`config.mk`:
```
export PLATFORM = sky130hd
export DESIGN_NAME = spi_peripheral_generic
export DESIGN_NICKNAME = d
export VERILOG_FILES = /design/src/rtl/spi_peripheral_generic.sv
export SDC_FILE = /design/constraint.sdc
export NUM_CORES = 1
export LEC_CHECK = 0
export ABC_CLOCK_PERIOD_IN_PS = 5500
export CORE_MARGIN = 2
export CORE_UTILIZATION = 45
export CTS_CLUSTER_DIAMETER = 30
export DETAILED_ROUTE_END_ITERATION = 10
export GPL_ROUTABILITY_DRIVEN = 1
export PLACE_DENSITY = 0.66
export SLEW_MARGIN = 20
export SYNTH_ARGS = -nofsm -noshare
export SYNTH_HDL_FRONTEND = slang
export SYNTH_SLANG_ARGS = --single-unit
```
`constraint.sdc`:
```
create_clock -name clk -period 5.5 [get_ports clk]
set_input_delay 1.1 -clock clk [delete_from_list [all_inputs] [get_ports clk]]
set_output_delay 1.1 -clock clk [all_outputs]
set_load 0.01 [all_outputs]
```
`src/rtl/spi_peripheral_generic.sv`:
```
// SPI target endpoint: oversampled pins, all four CPOL/CPHA modes, 1..Max_Bit_Width frames,
// a persistent tx buffer loaded by req/ack, and an rx frame handed off by req/ack.
module spi_peripheral_generic #(
    parameter int Max_Bit_Width   = 32,
    parameter int Sync_Stages     = 2,
    parameter int Bit_Index_Width = $clog2(Max_Bit_Width) + 1
) (
    input  logic                       clk,
    input  logic                       clk_en,
    input  logic                       sync_rst,
    input  logic                       cfg_cpol,
    input  logic                       cfg_cpha,
    input  logic [Bit_Index_Width-1:0] cfg_width,
    input  logic [Max_Bit_Width-1:0]   tx_data,
    input  logic                       tx_load_req,
    output logic                       tx_load_ack,
    output logic                       rx_data_req,
    input  logic                       rx_data_ack,
    output logic [Max_Bit_Width-1:0]   rx_data,
    output logic                       rx_overrun,
    output logic                       frame_abort,
    input  logic                       sclk,
    input  logic                       cs_n,
    input  logic                       copi,
    output logic                       cipo,
    output logic                       cipo_en
);

    localparam logic [Bit_Index_Width-1:0] MAXW = Bit_Index_Width'(Max_Bit_Width);

    typedef enum logic [1:0] {
        IDLE     = 2'd0,
        ACTIVE   = 2'd1,
        COMPLETE = 2'd2
    } state_t;

    state_t r_state;
    state_t w_state_next;

    logic [Sync_Stages-1:0]     r_sclk_sync;
    logic [Sync_Stages-1:0]     r_cs_sync;
    logic [Sync_Stages-1:0]     r_copi_sync;
    logic                       r_sclk_prev;
    logic                       r_cs_prev;

    logic                       r_cpol;
    logic                       r_cpha;
    logic [Bit_Index_Width-1:0] r_width;
    logic [Bit_Index_Width-1:0] r_cnt;
    logic [Max_Bit_Width-1:0]   r_tx_buf;
    logic [Max_Bit_Width-1:0]   r_tx_shift;
    logic [Max_Bit_Width-1:0]   r_rx_shift;
    logic                       r_cipo;
    logic [Max_Bit_Width-1:0]   r_rx_data;
    logic                       r_rx_req;
    logic                       r_overrun;
    logic                       r_abort;

    logic                       w_sclk;
    logic                       w_cs;
    logic                       w_copi;
    logic                       w_lead;
    logic                       w_trail;
    logic                       w_sample;
    logic                       w_drive;
    logic                       w_cs_fall;
    logic                       w_cs_rise;
    logic [Bit_Index_Width-1:0] w_width_eff;
    logic [Bit_Index_Width-1:0] w_shamt;
    logic [Max_Bit_Width-1:0]   w_tx_aligned;
    logic [Max_Bit_Width-1:0]   w_rx_next;
    logic [Bit_Index_Width-1:0] w_cnt_next;
    logic                       w_last;
    logic                       w_deliver;

    assign w_sclk    = r_sclk_sync[Sync_Stages-1];
    assign w_cs      = r_cs_sync[Sync_Stages-1];
    assign w_copi    = r_copi_sync[Sync_Stages-1];
    assign w_lead    = (r_sclk_prev == r_cpol) && (w_sclk != r_cpol);
    assign w_trail   = (r_sclk_prev != r_cpol) && (w_sclk == r_cpol);
    assign w_sample  = r_cpha ? w_trail : w_lead;
    assign w_drive   = r_cpha ? w_lead : w_trail;
    assign w_cs_fall = r_cs_prev && !w_cs;
    assign w_cs_rise = !r_cs_prev && w_cs;

    // The tx word is left-aligned at frame start so bit width-1 always leaves from the MSB.
    assign w_width_eff  = ((cfg_width == '0) || (cfg_width > MAXW)) ? MAXW : cfg_width;
    assign w_shamt      = MAXW - w_width_eff;
    assign w_tx_aligned = r_tx_buf << w_shamt;
    assign w_rx_next    = (r_rx_shift << 1) | Max_Bit_Width'(w_copi);
    assign w_cnt_next   = r_cnt + 1'b1;
    assign w_last       = w_sample && (w_cnt_next == r_width);
    assign w_deliver    = (r_state == ACTIVE) && !w_cs_rise && w_last;

    always_ff @(posedge clk) begin
        if (sync_rst) begin
            r_sclk_sync <= '0;
            r_cs_sync   <= '0;
            r_copi_sync <= '0;
            r_sclk_prev <= 1'b0;
            r_cs_prev   <= 1'b0;
            r_state     <= IDLE;
        end else if (clk_en) begin
            r_sclk_sync <= {r_sclk_sync[Sync_Stages-2:0], sclk};
            r_cs_sync   <= {r_cs_sync[Sync_Stages-2:0], cs_n};
            r_copi_sync <= {r_copi_sync[Sync_Stages-2:0], copi};
            r_sclk_prev <= w_sclk;
            r_cs_prev   <= w_cs;
            r_state     <= w_state_next;
        end
    end

    always_comb begin
        w_state_next = r_state;
        case (r_state)
            IDLE:     if (w_cs_fall) w_state_next = ACTIVE;
            ACTIVE: begin
                if (w_cs_rise)   w_state_next = IDLE;
                else if (w_last) w_state_next = COMPLETE;
            end
            COMPLETE: if (w_cs_rise) w_state_next = IDLE;
            default:  w_state_next = IDLE;
        endcase
    end

    always_comb begin
        cipo_en     = (r_state != IDLE);
        cipo        = (r_state != IDLE) && r_cipo;
        tx_load_ack = tx_load_req && clk_en && (r_state == IDLE);
    end

    always_ff @(posedge clk) begin
        if (sync_rst) begin
            r_cpol     <= 1'b0;
            r_cpha     <= 1'b0;
            r_width    <= '0;
            r_cnt      <= '0;
            r_tx_buf   <= '0;
            r_tx_shift <= '0;
            r_rx_shift <= '0;
            r_cipo     <= 1'b0;
            r_abort    <= 1'b0;
        end else if (clk_en) begin
            r_abort <= 1'b0;
            if (tx_load_ack) r_tx_buf <= tx_data;
            case (r_state)
                IDLE: begin
                    if (w_cs_fall) begin
                        r_cpol     <= cfg_cpol;
                        r_cpha     <= cfg_cpha;
                        r_width    <= w_width_eff;
                        r_cnt      <= '0;
                        r_rx_shift <= '0;
                        // cpha=0 must present the first bit before any clock edge arrives.
                        if (!cfg_cpha) begin
                            r_cipo     <= w_tx_aligned[Max_Bit_Width-1];
                            r_tx_shift <= w_tx_aligned << 1;
                        end else begin
                            r_cipo     <= 1'b0;
                            r_tx_shift <= w_tx_aligned;
                        end
                    end
                end
                ACTIVE: begin
                    if (w_cs_rise) begin
                        r_abort    <= 1'b1;
                        r_rx_shift <= '0;
                    end else begin
                        if (w_drive) begin
                            r_cipo     <= r_tx_shift[Max_Bit_Width-1];
                            r_tx_shift <= r_tx_shift << 1;
                        end
                        if (w_sample) begin
                            r_rx_shift <= w_rx_next;
                            r_cnt      <= w_cnt_next;
                        end
                    end
                end
                default: ;
            endcase
        end
    end

    // An ack in the delivery cycle frees the slot for the new frame, so it is not an overrun.
    always_ff @(posedge clk) begin
        if (sync_rst) begin
            r_rx_data <= '0;
            r_rx_req  <= 1'b0;
            r_overrun <= 1'b0;
        end else if (clk_en) begin
            r_overrun <= 1'b0;
            if (w_deliver) begin
                if (!r_rx_req || rx_data_ack) begin
                    r_rx_data <= w_rx_next;
                    r_rx_req  <= 1'b1;
                end else begin
                    r_overrun <= 1'b1;
                end
            end else if (rx_data_ack) begin
                r_rx_req <= 1'b0;
            end
        end
    end

    assign rx_data     = r_rx_data;
    assign rx_data_req = r_rx_req;
    assign rx_overrun  = r_overrun;
    assign frame_abort = r_abort;

endmodule

```
After elaboration in Yosys (flattened, before gate mapping) --
Cells that the tools add are included.
Operators by class: order comparisons 1, bitwise logic cells 1, eq/ne operators 15, mux-type cells 33, shift-type cells 1, $add $sub $neg 2, reduce and logical (&&, ||, !) cells 29
Operator list (number):
- 32-bit 2-to-1 mux | 4
- 31-bit 2-to-1 mux | 3
- 32-bit one-hot mux with 2 select lines | 1
- 31-bit one-hot mux with 2 select lines | 1
- 32-bit by 1-bit OR with 32-bit output | 1
- 32-bit by 6-bit left shift with 32-bit output | 1
- 6-bit 2-to-1 mux | 4
- 1-bit 2-to-1 mux | 13
- 6-bit one-hot mux with 2 select lines | 1
- 1-bit logical AND | 10
- 2-bit inequality test, second input constant | 5
- 5-bit AND reduction | 2
- 3-bit AND reduction | 3
- 2-bit 2-to-1 mux | 4
- 4-bit AND reduction | 2
- 6-bit by 1-bit adder with 6-bit output, second input constant | 1
- 6-bit == test | 1
- 6-bit > comparator, second input constant | 1
- 6-bit logical NOT | 1
- 3-bit inequality test, second input constant | 2
- 2-bit one-hot mux with 3 select lines | 1
- 2-bit nonzero test | 3
- 6-bit subtractor, first input constant | 1
- 1-bit logical NOT | 4
- 9 further kinds | 12
Word-level totals: input bits 48, word-level logic and storage cells 100, output and inout bits 38, register bits 155

Depth between registers and ports, before layout --
Gate-level depths: netlist (run 1).
depth after elaboration 8, gate-level depth with buffers 17, depth with buffers taken out 10

Least setup slack after synthesis (run 1) --
OpenSTA, ideal clock, no wires.
kind input to register, start point input port cfg_width[0], end point register r_tx_shift[16], path buffers 5, setup slack 1.615 ns, setup time 0.116 ns, stages on the path 15, required time 5.384 ns, arrival time 3.769 ns, path through nor2b_4 -> buf_6 -> inv_6 -> buf_6 -> buf_4 -> buf_4 -> ha_1 -> inv_2 -> clkbuf_1 -> mux4_2 -> mux2i_1 -> mux2i_2 -> a221oi_2 -> o21ai_1 -> o211a_1
On the way: word-level cells in the longest chain between the ends 8, elaborated cells between the ends (all ways) 9, classes of those cells 1 x add/sub; 1 x order compare; 1 x shift; 4 x mux; 2 x reduce/logical
Ends and longest elaborated chain:
- start, declared | RTL line 13 | input logic [Bit_Index_Width-1:0] cfg_width,
- 6-bit > comparator or 6-bit logical NOT (tied branches) | RTL line 87 | assign w_width_eff = ((cfg_width == '0) || (cfg_width > MAXW)) ? MAXW : cfg_width;
- 1-bit logical OR | RTL line 87
- 6-bit 2-to-1 mux * | RTL line 87
- 6-bit subtractor * | RTL line 88 | assign w_shamt = MAXW - w_width_eff;
- 32-bit by 6-bit left shift with 32-bit output * | RTL line 89 | assign w_tx_aligned = r_tx_buf << w_shamt;
- 32-bit 2-to-1 mux * | RTL line 155 | if (!cfg_cpha) begin
- 32-bit 2-to-1 mux * | RTL line 148 | if (w_cs_fall) begin
- 32-bit one-hot mux with 2 select lines * | RTL line 146 | case (r_state)
- end signal, assigned | RTL line 157 | r_tx_shift <= w_tx_aligned << 1;
- end signal, assigned | RTL line 160 | r_tx_shift <= w_tx_aligned;
- end signal, assigned | RTL line 171 | r_tx_shift <= r_tx_shift << 1;
- end, declared | RTL line 51 | logic [Max_Bit_Width-1:0] r_tx_shift;
Mark *: on every way between the ends. The rest lies on a longest branch, timed or not. The select of a mux whose other input is x is not followed. A chain may end at the register's enable or synchronous reset.

Worst setup path after layout (run 1) --
start point input port cfg_width[5], end point register r_tx_shift[3]
Same word-level chain as after synthesis.

==> results of run 1 <==
[critical path, stage by stage]
cell and delay (ps):
clkdlybuf4s50_1 800, nor2b_4 150, inv_6 80, ha_1 460, nor4b_2 430, a221o_1 570, nand2_1 350, a2111oi_0 480
a22oi_1 130, a211oi_1 230
[routing by layer]
layer | vias up | routed length [um] | share of wire
li1 | 3575 | - | -
met1 | 3441 | 9960 | 0.48
met2 | 228 | 9240 | 0.45
met3 | 27 | 1140 | 0.055
met4 | 0 | 315 | 0.015
met5 | - | 0 | 0
[metrics by stage]
| step | hold slack [ps] | utilization |
|---|---|---|
| floorplan | 432 | - |
| global placement | 442 | 0.512 |
| detailed placement | 448 | 0.512 |
| CTS | 456 | 0.545 |
| global route | 492 | 0.545 |
| finish | 459 | 0.545 |
[state kept, by name, indices dropped and copies added (netlist names), 2 cells and up]
register,flops
r_cs_sync,2
r_tx_buf,32
r_state,2
r_tx_shift,32
r_sclk_sync,2
rx_data,32
r_rx_shift,31
r_cnt,6
r_copi_sync,2
r_width,6
[layout make-up]
cell class / instances / area (um2) / area share
sequential: 155 / 3100 / 0.314
clock buffer: 17 / 425 / 0.0430
inverter: 10 / 42.5 / 0.00430
multi-input combinational: 724 / 4890 / 0.494
timing repair buffer: 102 / 976 / 0.0987
tap: 229 / 287 / 0.0290
clock inverter: 15 / 170 / 0.0172
[final timing paths]
check	startpoint	endpoint	slack, ps	depth (start not counted)
worst max-delay path	cfg_width[5]	r_tx_shift[3]	1050	10
worst min-delay path	r_rx_shift[30]	r_rx_shift[30]	460	2
worst max register to register	r_cnt[0]	rx_data[21]	2780	9
worst min register to register	r_rx_shift[30]	r_rx_shift[30]	460	2
[where the power goes]
| part | internal [mW] | total [mW] | leakage [nW] | switching (mW) |
|---|---|---|---|---|
| combinational | 0.161 | 0.385 | 2.00 | 0.224 |
| sequential | 1.14 | 1.16 | 1.25 | 0.0208 |
| clock | 0.613 | 1.16 | 0.288 | 0.546 |
[cells in the mapped netlist, types with 3 or more instances]
library cell and instances:
mux2i_1 76, nor3_1 12, nand3_1 52, a221oi_2 3, buf_4 6, mux4_2 28
a221oi_1 6, o211ai_1 7, xnor2_1 5, a22oi_1 6, a31oi_1 8, a2bb2oi_1 4
nor2b_1 9, a211o_1 3, a21o_1 4, o21ai_0 30, o211a_1 3, a21oi_1 116
nand2_1 144, nand2b_1 4, xor2_1 6, a21oi_2 3, clkbuf_1 45, mux2_2 4
buf_1 8, a32oi_1 3, o21ai_1 5, inv_1 8, dfxtp_1 155, buf_6 7
o22ai_1 7, or3_1 6, buf_2 11, mux2i_4 3, a311oi_1 3, a211oi_1 7
nor2_1 103
[logic make-up (layout without fill, tap and decap cells)]
family,after synthesis,in the layout
xor gates and xnor gates,13,13
muxes,116,116
adders and majority gates,2,2
buffers and inverters,89,144
AOI/OAI and AO/OA,243,243
and+or+nand+nor,350,350
DFF,155,155
==> flow_summary.yaml, run 1 <==
outcome:
  status: "finished clean"
final_layout:
  finalNetCount: 1060
  stdcell_count: 1252
  final_common_cell: "dfxtp_1"
  n_fill_cell: 1681
  diodes: 0
  drive_gt1_frac: 0.113
  fin_area_um2: 9890
  final_cell_mix: "155 x dfxtp_1, 144 x nand2_1, 116 x a21oi_1, 102 x nor2_1, 84 x clkdlybuf4s50_1"
  syn_to_final_growth_pct: 17.6
place:
  post-place-ws_ps: 668
  finalWeightedCongestion: 0.957
  placedCellCount: 1220
  place_area_um2: 9290
  io_buffer_count: 85
  hpwlAfterDp_um: 14300
critical_path:
  start_kind: "input port"
  cp_max_fo: 16
  cp.required_ps: 5840
  end_kind: "flip-flop"
  arrival_ps: 4790
  crit_type: "in2reg"
drt:
  vias: 7271
  drt_first_pass_iters: 5
  via_per_inst: 5.81
  drtIter0Drc: 601
  finalWirelength_um: 20700
  ant_nets: 0
  drc: 0
  wire_per_inst_um: 16.5
yosys:
  synth_seq_area_share: 0.369
  synthAdderAreaFrac: 0.00298
  synth_compound_area_frac: 0.185
  synthTopCellsByArea: "dfxtp_1 37%, mux2i_1 9.0%, mux4_2 7.5%"
  synth-simple-area-share: 0.183
  syn_area_um2: 8410
  synth_cells: 968
  synth_flop_cell: "dfxtp_1"
  synth-xor-area-share: 0.0161
  yosys_warnings: 0
  synth_seq_cells: 155
  syn-num-nets: 1018
  synth-async-reset-ratio: 0
  muxShareOfSynthArea: 0.189
  synth_edf_count: 0
  synth_top_area_frac: 0.369
  synth.largest_area_cell: "dfxtp_1"
  syn-mean-instance-area_um2: 8.69
  post_synth_num_cell_types: 82
  synth_top_family_by_area: "multiplexers"
clock_network:
  h-tree-depth: 4
  cts_tree: "built"
  clk_pin_slew_ps: 70
  postCtsSetupBuffers: 0
  clock_path_buffers: 2
  clk_latency_ps: 430
  cts_resized: 0
  cts.hold.buffers_added: 0
  cts_buffers: 17
  cts_root_buffer: "clkbuf_16"
  cts.sinks: 155
die:
  die-area_um2: 19800
  dieWidth_um: 141
  die_h_um: 141
  core_um2: 18100
  num_rows: 49
  initial_core_util: 0.463
  io_pins: 86
grt:
  track_usage: 0.211
  grt_pass1_vias: 6585
  use_met3: 0.0469
  busiest_layer: "met2"
  grtUsageMet1: 0.304
  grt_max_degree: 107
  grt_remaining_overflow: 0
  grt_first_pass_wirelength_um: 34400
  grtUsageMet2: 0.317
  antenna_found_initial: 0
worst_hold_path:
  hold_path.class: "reg2reg"
sta:
  worst_pin_slew_ps: 1090
  setup_violations: 0
  slew-limit-headroom: 0.275
  drv_slew: 0
  skew_ps: 9.16
  rsz0062_at_grt: "false"
  timing.fmax_mhz: 225
  setup_ws_ps: 1050
  finalHoldViolations: 0
  period_share: 0.808
  min_period_ps: 4450
  setup_total_negative_slack_ps: 0
pwr:
  leakagePower_nw: 3.54
  p_total_mw: 2.71
  vdd_drop_max_uv: 229
  p_per_area_nw_per_um2: 274
job:
  maxCapViolCount: 0
No activity file was read; power rests on OpenSTA's default activity.
==> run 2, diff against run 1 <==
--- a/config.mk
+++ b/config.mk
@@ -5,7 +5,7 @@
 export SDC_FILE = /design/constraint.sdc
 export NUM_CORES = 1
 export LEC_CHECK = 0
-export ABC_CLOCK_PERIOD_IN_PS = 5500
+export ABC_CLOCK_PERIOD_IN_PS = 4300
 export CORE_MARGIN = 2
 export CORE_UTILIZATION = 45
 export CTS_CLUSTER_DIAMETER = 30
==> constraint.sdc (replaced) <==
create_clock -name clk -period 4.3 [get_ports clk]
set_input_delay 0.86 -clock clk [delete_from_list [all_inputs] [get_ports clk]]
set_output_delay 0.86 -clock clk [all_outputs]
set_load 0.01 [all_outputs]
==> flow_summary.yaml, run 2 (synthesis gave the netlist of run 1 again) <==
critical_path:
  start_kind: "input port"
  cp_max_fo: 8
  end_kind: "flip-flop"
  cp.required_ps: 4620
  crit_type: "in2reg"
  arrival_ps: 4220
grt:
  grt_first_pass_wirelength_um: 35500
  grt_max_degree: 83
  track_usage: 0.219
  grt_pass1_vias: 6746
  grt_remaining_overflow: 0
  antenna_found_initial: 0
drt:
  drc: 0
  ant_nets: 0
  via_per_inst: 5.78
  wire_per_inst_um: 17.0
  drtIter0Drc: 695
  drt_first_pass_iters: 5
  vias: 7304
  finalWirelength_um: 21500
sta:
  slew-limit-headroom: 0.338
  setup_total_negative_slack_ps: 0
  finalHoldViolations: 0
  setup_ws_ps: 398
  drv_slew: 0
  rsz0062_at_grt: "false"
  min_period_ps: 3900
  worst_pin_slew_ps: 968
  setup_violations: 0
  skew_ps: 12.4
  timing.fmax_mhz: 256
  period_share: 0.908
worst_hold_path:
  hold_path.class: "reg2reg"
clock_network:
  cts_resized: 0
  clk_latency_ps: 440
  postCtsSetupBuffers: 0
  cts_buffers: 17
  cts.hold.buffers_added: 0
  cts_tree: "built"
  cts_root_buffer: "clkbuf_16"
  cts.sinks: 155
  clock_path_buffers: 2
  h-tree-depth: 4
  clk_pin_slew_ps: 70
place:
  finalWeightedCongestion: 1.00
  io_buffer_count: 85
  hpwlAfterDp_um: 14800
  post-place-ws_ps: 99.1
die:
  die-area_um2: 19800
  num_rows: 49
  dieWidth_um: 141
  die_h_um: 141
  initial_core_util: 0.463
  io_pins: 86
  core_um2: 18100
final_layout:
  finalNetCount: 1072
  final_common_cell: "dfxtp_1"
  diodes: 0
  post-route-util: 0.552
  final_cell_mix: "155 x dfxtp_1, 144 x nand2_1, 116 x a21oi_1, 102 x nor2_1, 84 x clkdlybuf4s50_1"
  drive_gt1_frac: 0.125
  syn_to_final_growth_pct: 19.1
pwr:
  leakagePower_nw: 3.61
  p_per_area_nw_per_um2: 356
  vdd_drop_max_uv: 306
job:
  maxCapViolCount: 0
outcome:
  status: "finished clean"
==> run 2: layout make-up <==
type                            count  area, um2
Timing Repair Buffer              114       1080
Inverter                           10       42.5
Clock inverter                     15        190
Clock buffer                       17        425
Fill cell                        1651       8130
Multi-Input combinational cell    724       4890
Sequential cell                   155       3100
Tap cell                          229        287
==> run 2: worst paths after layout <==
| path | startpoint | to | slack, ps | depth (start not counted) |
|---|---|---|---|---|
| setup reg to reg | r_cnt[0] | rx_data[3] | 1690 | 9 |
| hold / removal | r_rx_shift[30] | r_rx_shift[30] | 450 | 2 |
| hold reg to reg | r_rx_shift[30] | r_rx_shift[30] | 450 | 2 |
| setup / recovery | cfg_width[0] | r_tx_shift[22] | 400 | 10 |
==> run 2: where the power goes <==
| part | internal [mW] | leakage (nW) | total, mW | switching (mW) |
|---|---|---|---|---|
| Combinational | 0.218 | 2.06 | 0.510 | 0.292 |
| Clock | 0.844 | 0.303 | 1.57 | 0.723 |
| Sequential | 1.46 | 1.25 | 1.49 | 0.0278 |
==> run 2: per-layer routing <==
| metal | vias up | track usage | share of wire |
|---|---|---|---|
| li1 | 3595 | - | - |
| met1 | 3489 | 0.317 | 0.49 |
| met2 | 200 | 0.339 | 0.45 |
| met3 | 20 | 0.0411 | 0.047 |
| met4 | 0 | 0.0558 | 0.012 |
| met5 | - | 0 | 0 |
==> run 2: through the flow <==
stage | cell area, um2 | cells | power, mW | hold WS [ps]
after detailed placement | 9400 | 1232 | 2.02 | 447
after floorplan | 8410 | 968 | 1.87 | 432
after global placement | 9400 | 1232 | 2.02 | 447
after CTS | 10000 | 1264 | 3.59 | 455
after global routing | 10000 | 1264 | 3.69 | 473
final | 10000 | 1264 | 3.57 | 454
==> run 2: critical path, cell delays in order <==
cell	delay (ps)
clkdlybuf4s50_1	520
nor2b_4	300
inv_6	40
ha_1	300
inv_2	180
mux4_2	550
a2111oi_0	890
o22ai_1	250
a2bb2oi_1	230
a21oi_1	80
==> run 3, diff against run 2 <==
--- a/config.mk
+++ b/config.mk
@@ -7,11 +7,10 @@
 export LEC_CHECK = 0
 export ABC_CLOCK_PERIOD_IN_PS = 4300
 export CORE_MARGIN = 2
-export CORE_UTILIZATION = 45
+export CORE_UTILIZATION = 35
 export CTS_CLUSTER_DIAMETER = 30
 export DETAILED_ROUTE_END_ITERATION = 10
 export GPL_ROUTABILITY_DRIVEN = 1
-export PLACE_DENSITY = 0.66
 export SLEW_MARGIN = 20
 export SYNTH_ARGS = -nofsm -noshare
 export SYNTH_HDL_FRONTEND = slang
==> flow_summary.yaml, run 3 (synthesis gave the netlist of run 1 again) <==
outcome:
  status: "finished clean"
place:
  placedCellCount: 1320
  hpwlAfterDp_um: 15200
  io_buffer_count: 85
  finalWeightedCongestion: 0.949
grt:
  track_usage: 0.173
  grt_pass1_vias: 6924
  grt_first_pass_wirelength_um: 36300
  grt_remaining_overflow: 0
  grt_max_degree: 75
  antenna_found_initial: 0
clock_network:
  postCtsSetupBuffers: 0
  cts.hold.buffers_added: 0
  clock_path_buffers: 2
  clk_pin_slew_ps: 70
  clk_latency_ps: 440
  cts_buffers: 17
  cts_root_buffer: "clkbuf_16"
  cts_resized: 0
  h-tree-depth: 4
  cts_tree: "built"
  cts.sinks: 155
drt:
  finalWirelength_um: 22100
  met1_length_um: 10700
  topRoutingLayerUsed: "met4"
  ant_nets: 0
  drtIter0Drc: 516
  drt_first_pass_iters: 5
  wire_per_inst_um: 16.3
  drc: 0
  met2WireLength_um: 10100
  wl_met3_um: 1010
  via_per_inst: 5.44
  vias: 7352
die:
  num_rows: 56
  io_pins: 86
  core_um2: 23500
  dieWidth_um: 159
  initial_core_util: 0.357
  die-area_um2: 25300
  die_h_um: 159
final_layout:
  n_fill_cell: 2405
  syn_to_final_growth_pct: 20.1
  final_cell_mix: "155 x dfxtp_1, 144 x nand2_1, 116 x a21oi_1, 102 x nor2_1, 84 x clkdlybuf4s50_1"
  drive_gt1_frac: 0.124
  stdcell_count: 1352
  finalNetCount: 1070
  final-seq-area_um2: 3100
  diodes: 0
  final_common_cell: "dfxtp_1"
  multi_input_area_um2: 4890
pwr:
  p_per_area_nw_per_um2: 351
  p_total_mw: 3.55
  vdd_drop_max_uv: 232
  leakagePower_nw: 3.59
sta:
  drv_slew: 0
  period_share: 0.889
  min_period_ps: 3820
  slew-limit-headroom: 0.508
  finalHoldViolations: 0
  setup_total_negative_slack_ps: 0
  timing.fmax_mhz: 262
  setup_violations: 0
  skew_ps: 21.6
  rsz0062_at_grt: "false"
  worst_pin_slew_ps: 738
critical_path:
  start_kind: "input port"
  critical_path_buf_inv_count: 1
  arrival_ps: 4170
  reg2reg_from: "r_cnt[0]"
  cp.required_ps: 4650
  cp_cell_sequence: "clkdlybuf4s50_1, nand2b_1, ha_1, nor4b_2, a221o_1, nand2_1, a2111oi_0, a22oi_1, a211oi_1"
  timing.reg2reg.setup_slack_ps: 1590
  r2r_end: "rx_data[3]"
  cp_slowest_cell: "clkdlybuf4s50_1"
  cp_max_fo: 16
  cp_top_family: "compound AO/OA/AOI/OAI gates"
  crit_type: "in2reg"
  crit_path_max_incr_delay_ps: 580
  rr_worst_depth: 9
  end_kind: "flip-flop"
worst_hold_path:
  holdPathStages: 2
  hold_path.class: "reg2reg"
  worstHoldStart: "r_rx_shift[30]"
  hold_end: "r_rx_shift[30]"
job:
  maxCapViolCount: 0
-- run 3: cell type report --
cell class / instances / area share
Multi-Input combinational cell: 724 / 0.484
Sequential cell: 155 / 0.307
Clock inverter: 15 / 0.0188
Inverter: 10 / 0.00421
Clock buffer: 17 / 0.0421
Tap cell: 319 / 0.0395
Timing Repair Buffer: 112 / 0.104
-- run 3: power breakdown --
part	total, mW	internal (mW)	leakage, nW	switching [mW]
logic	0.507	0.215	2.04	0.292
registers	1.49	1.46	1.25	0.0271
clock network	1.55	0.797	0.296	0.758
-- run 3: worst max-delay path by stage --
stage	startpoint	to	slack, ps	cells past startpoint
after detailed placement	cfg_width[5]	r_tx_shift[3]	80	9
after global routing	cfg_width[5]	r_tx_shift[3]	260	9
after CTS	cfg_width[5]	r_tx_shift[3]	530	9
after floorplan	cfg_width[0]	r_tx_shift[16]	650	15
after global placement	cfg_width[5]	r_tx_shift[3]	180	9
final	cfg_width[5]	r_tx_shift[3]	480	9
-- run 3: stage by stage --
| stage | area, um2 | hold slack (ps) | utilization | setup WS [ps] |
|---|---|---|---|---|
| after floorplan | 8410 | 432 | - | 655 |
| after detailed placement | 9480 | 448 | 0.403 | 81.5 |
| final | 10100 | 459 | 0.429 | 477 |
| after global placement | 9480 | 440 | 0.403 | 179 |
| after global routing | 10100 | 491 | 0.429 | 263 |
| after CTS | 10100 | 458 | 0.429 | 527 |
-- run 3: worst register-to-register path, stage by stage (launching register included) --
cell and delay, ps:
dfxtp_1 410, ha_1 250, xnor2_1 150, xnor2_1 90
nor4_2 310, nand4b_1 300, a21oi_4 190, buf_4 490
mux2i_1 310, nor2_1 70
-- run 3: metal layers --
metal  global-route usage  vias to the layer above
li1                     -                     3594
met1                0.244                     3527
met2                0.271                      207
met3               0.0302                       24
met4               0.0512                        0
met5                    0                        -
==> RTL edit (config.mk and constraints of run 2) <==
Re-encode `state_t` (3 states) as one-hot, 3 bits wide.
--- a/src/rtl/spi_peripheral_generic.sv
+++ b/src/rtl/spi_peripheral_generic.sv
@@ -29,8 +29,8 @@
     localparam logic [Bit_Index_Width-1:0] MAXW = Bit_Index_Width'(Max_Bit_Width);
 
-    typedef enum logic [1:0] {
-        IDLE     = 2'd0,
-        ACTIVE   = 2'd1,
-        COMPLETE = 2'd2
+    typedef enum logic [2:0] {
+        IDLE     = 3'b001,
+        ACTIVE   = 3'b010,
+        COMPLETE = 3'b100
     } state_t;
 
Behaviour: same outputs for any inputs over 4 cycles, from zero or initial values and one cycle with sync_rst high; so few cycles prove little.
==> RTL edit against run 2 <==
  * Count of clock-buffer cells in the layout did not move
  * Clock power fell by 4%
  * Die area fell by 0.68%
  * Setup slack improved by 240 ps
  * Synthesized area fell by 0.70%
  * Largest cell class unchanged
  * Sequential cell count rose by 1
  * Highest routed layer unchanged
  * Critical endpoint is now r_tx_shift[27]
  * Routed wire length rose by 1.8%
  * Cell area fell by 0.58%
  * Fmax rose by 6.6%
  * Combinational power fell by 10%
  * Power fell by 3.0%
  * Final cell count fell by 0.87%
  * Sequential share of layout area rose by 0.38 points
==> RTL edit: results (changes against run 2) <==
Finish
  • FF/Latch Area: 3123 µm² (+0.65%)
  • # diodes: 0 (unchanged)
  • Fraction of layout cells with a size suffix above 1: 10.64% (-1.8 points)
  • Fill cell count: 1,712 (+3.7%)
  • Fraction of area in multi-input gates: 48.55% (-0.26 points)
  • Seq cells: 156 (+0.65%)
  • Clock buf/inv share: 6.032% (-0.12 points)
  • Non-clk invs: 9 (-1)
  • Final non-clock buffer share: 10.71% (-0.063 points)
  • Layout Nets: 1,061 (-1.0%)
  • Comb_multi_in: 718 (-0.83%)
  • Non-clk bufs: 109 (-4.4%)

Yosys
  • Warnings from Yosys: 0 (unchanged)
  • Synth cell count leaders: dfxtp_1 (156), nand2_1 (149), a21oi_1 (112), nor2_1 (89), mux2i_1 (80)
  • Synthesized area per cell: 8.724 µm² (+0.44%)
  • Synth top area cells: dfxtp_1 (37%), mux2i_1 (9.6%), mux4_2 (6.7%)
  • Syn_nets: 1,007 (-1.1%)
  • Synth unique cells: 72 (-12%)
  • Sequential element share of the synthesized area: 37.40% (+0.50 points)
  • Async S/R FF share, synth: 0% (unchanged)

Worst setup path
  • Critical Path AT: 3990 ps (-230 ps)
  • Slowest library cell on the worst path: mux4_2
  • Delay of the slowest critical-path stage: 580 ps (-310 ps)
  • Delay-heaviest family, CP: buffers and inverters
  • Maximum fanout along the worst path: 15 (+7)

Power
  • Static leakage: 3.853 nW (+6.6%)
  • Peak supply drop: 0.0002832 V (-7.4%)

Place
  • Dpl ws: 271.2 ps (+172.1 ps)
  • Placed cells: 1,221 (-0.89%)
  • GP Congestion: 0.9324 (-7.1%)
  • Hpwl dp: 15,070 µm (+1.5%)
  • # port buffers: 85 (unchanged)

Global routing
  • Largest net degree at the start of global routing: 76 (-8.4%)
  • All-layer global routing usage: 22.71% (+0.78 points)
  • First-pass GRT wire length: 36,420 µm (+2.5%)
  • Vias in the first global route: 6,949 (+3.0%)

Run status
  • Outcome: finished clean

STA
  • Worst slew pin tran: 801.3 ps (-166.3 ps)
  • Layout Skew: 10.99 ps (-1.403 ps)

Routing
  • Drt total wl: 21,920 µm (+1.8%)
  • Initial DRC count: 706 (+1.6%)
  • DR vias: 7,470 (+2.3%)
  • Vias per cell: 5.962 (+3.2%)

Min path
  • Hold Crit Class: reg -> reg

Clock tree
  • CTS resizes: 0 (unchanged)
  • Worst skew pair latency: between 400 and 500 ps
  • Clock transition at the registers of the reported paths: 70 ps (about the same)
  • Root Buffer: clkbuf_16
-- RTL edit: logic make-up after synthesis --
logic type	Yosys count	share of synthesized area, %
compound gates	228	17.34
fa+ha+maj	2	0.2997
simple gates	356	18.90
mux	118	19.35
flops	156	37.40
buf+inv	83	4.901
xor+xnor	14	1.813
-- RTL edit: metrics by stage --
stage	hold WS [ps]	cell area (µm²)	total power (W)
floorplan	431.2	8349	0.001830
global placement	445.3	9355	0.001974
detailed placement	451.8	9355	0.001977
CTS	456.5	9956	0.003472
global route	487.9	9956	0.003592
finish	455.6	9956	0.003457
-- RTL edit: worst reg2reg max path, stage by stage (launching register included) --
cell      delay [ps]
dfxtp_1          450
nor3b_2          540
nand2_1          170
o21ai_0          180
nand2_1          540
buf_4            400
a221oi_1         250
a21oi_1          120
-- RTL edit: power by group --
part	internal (W)	switching [W]
logic	0.000197	0.000261
clock network	0.000783	0.000721
registers	0.00147	0.0000306
total	0.00244	0.00101
-- RTL edit: routing by layer --
metal / up-vias / global-route usage, % / share of wire [%]
met2: 283 / 34.44 / 45
met5: - / 0 / 0
li1: 3578 / - / -
met4: 0 / 7.071 / 2.0
met1: 3566 / 32.44 / 46
met3: 43 / 4.957 / 7.0
-- RTL edit: final timing paths --
path | startpoint | endpoint | slack [ps] | cells past startpoint
hold reg to reg | r_rx_shift[30] | r_rx_shift[30] | 460 | 2
setup / recovery | cfg_width[5] | r_tx_shift[27] | 640 | 11
setup reg to reg | r_state[0] | r_tx_shift[16] | 1520 | 7
hold / removal | r_rx_shift[30] | r_rx_shift[30] | 460 | 2
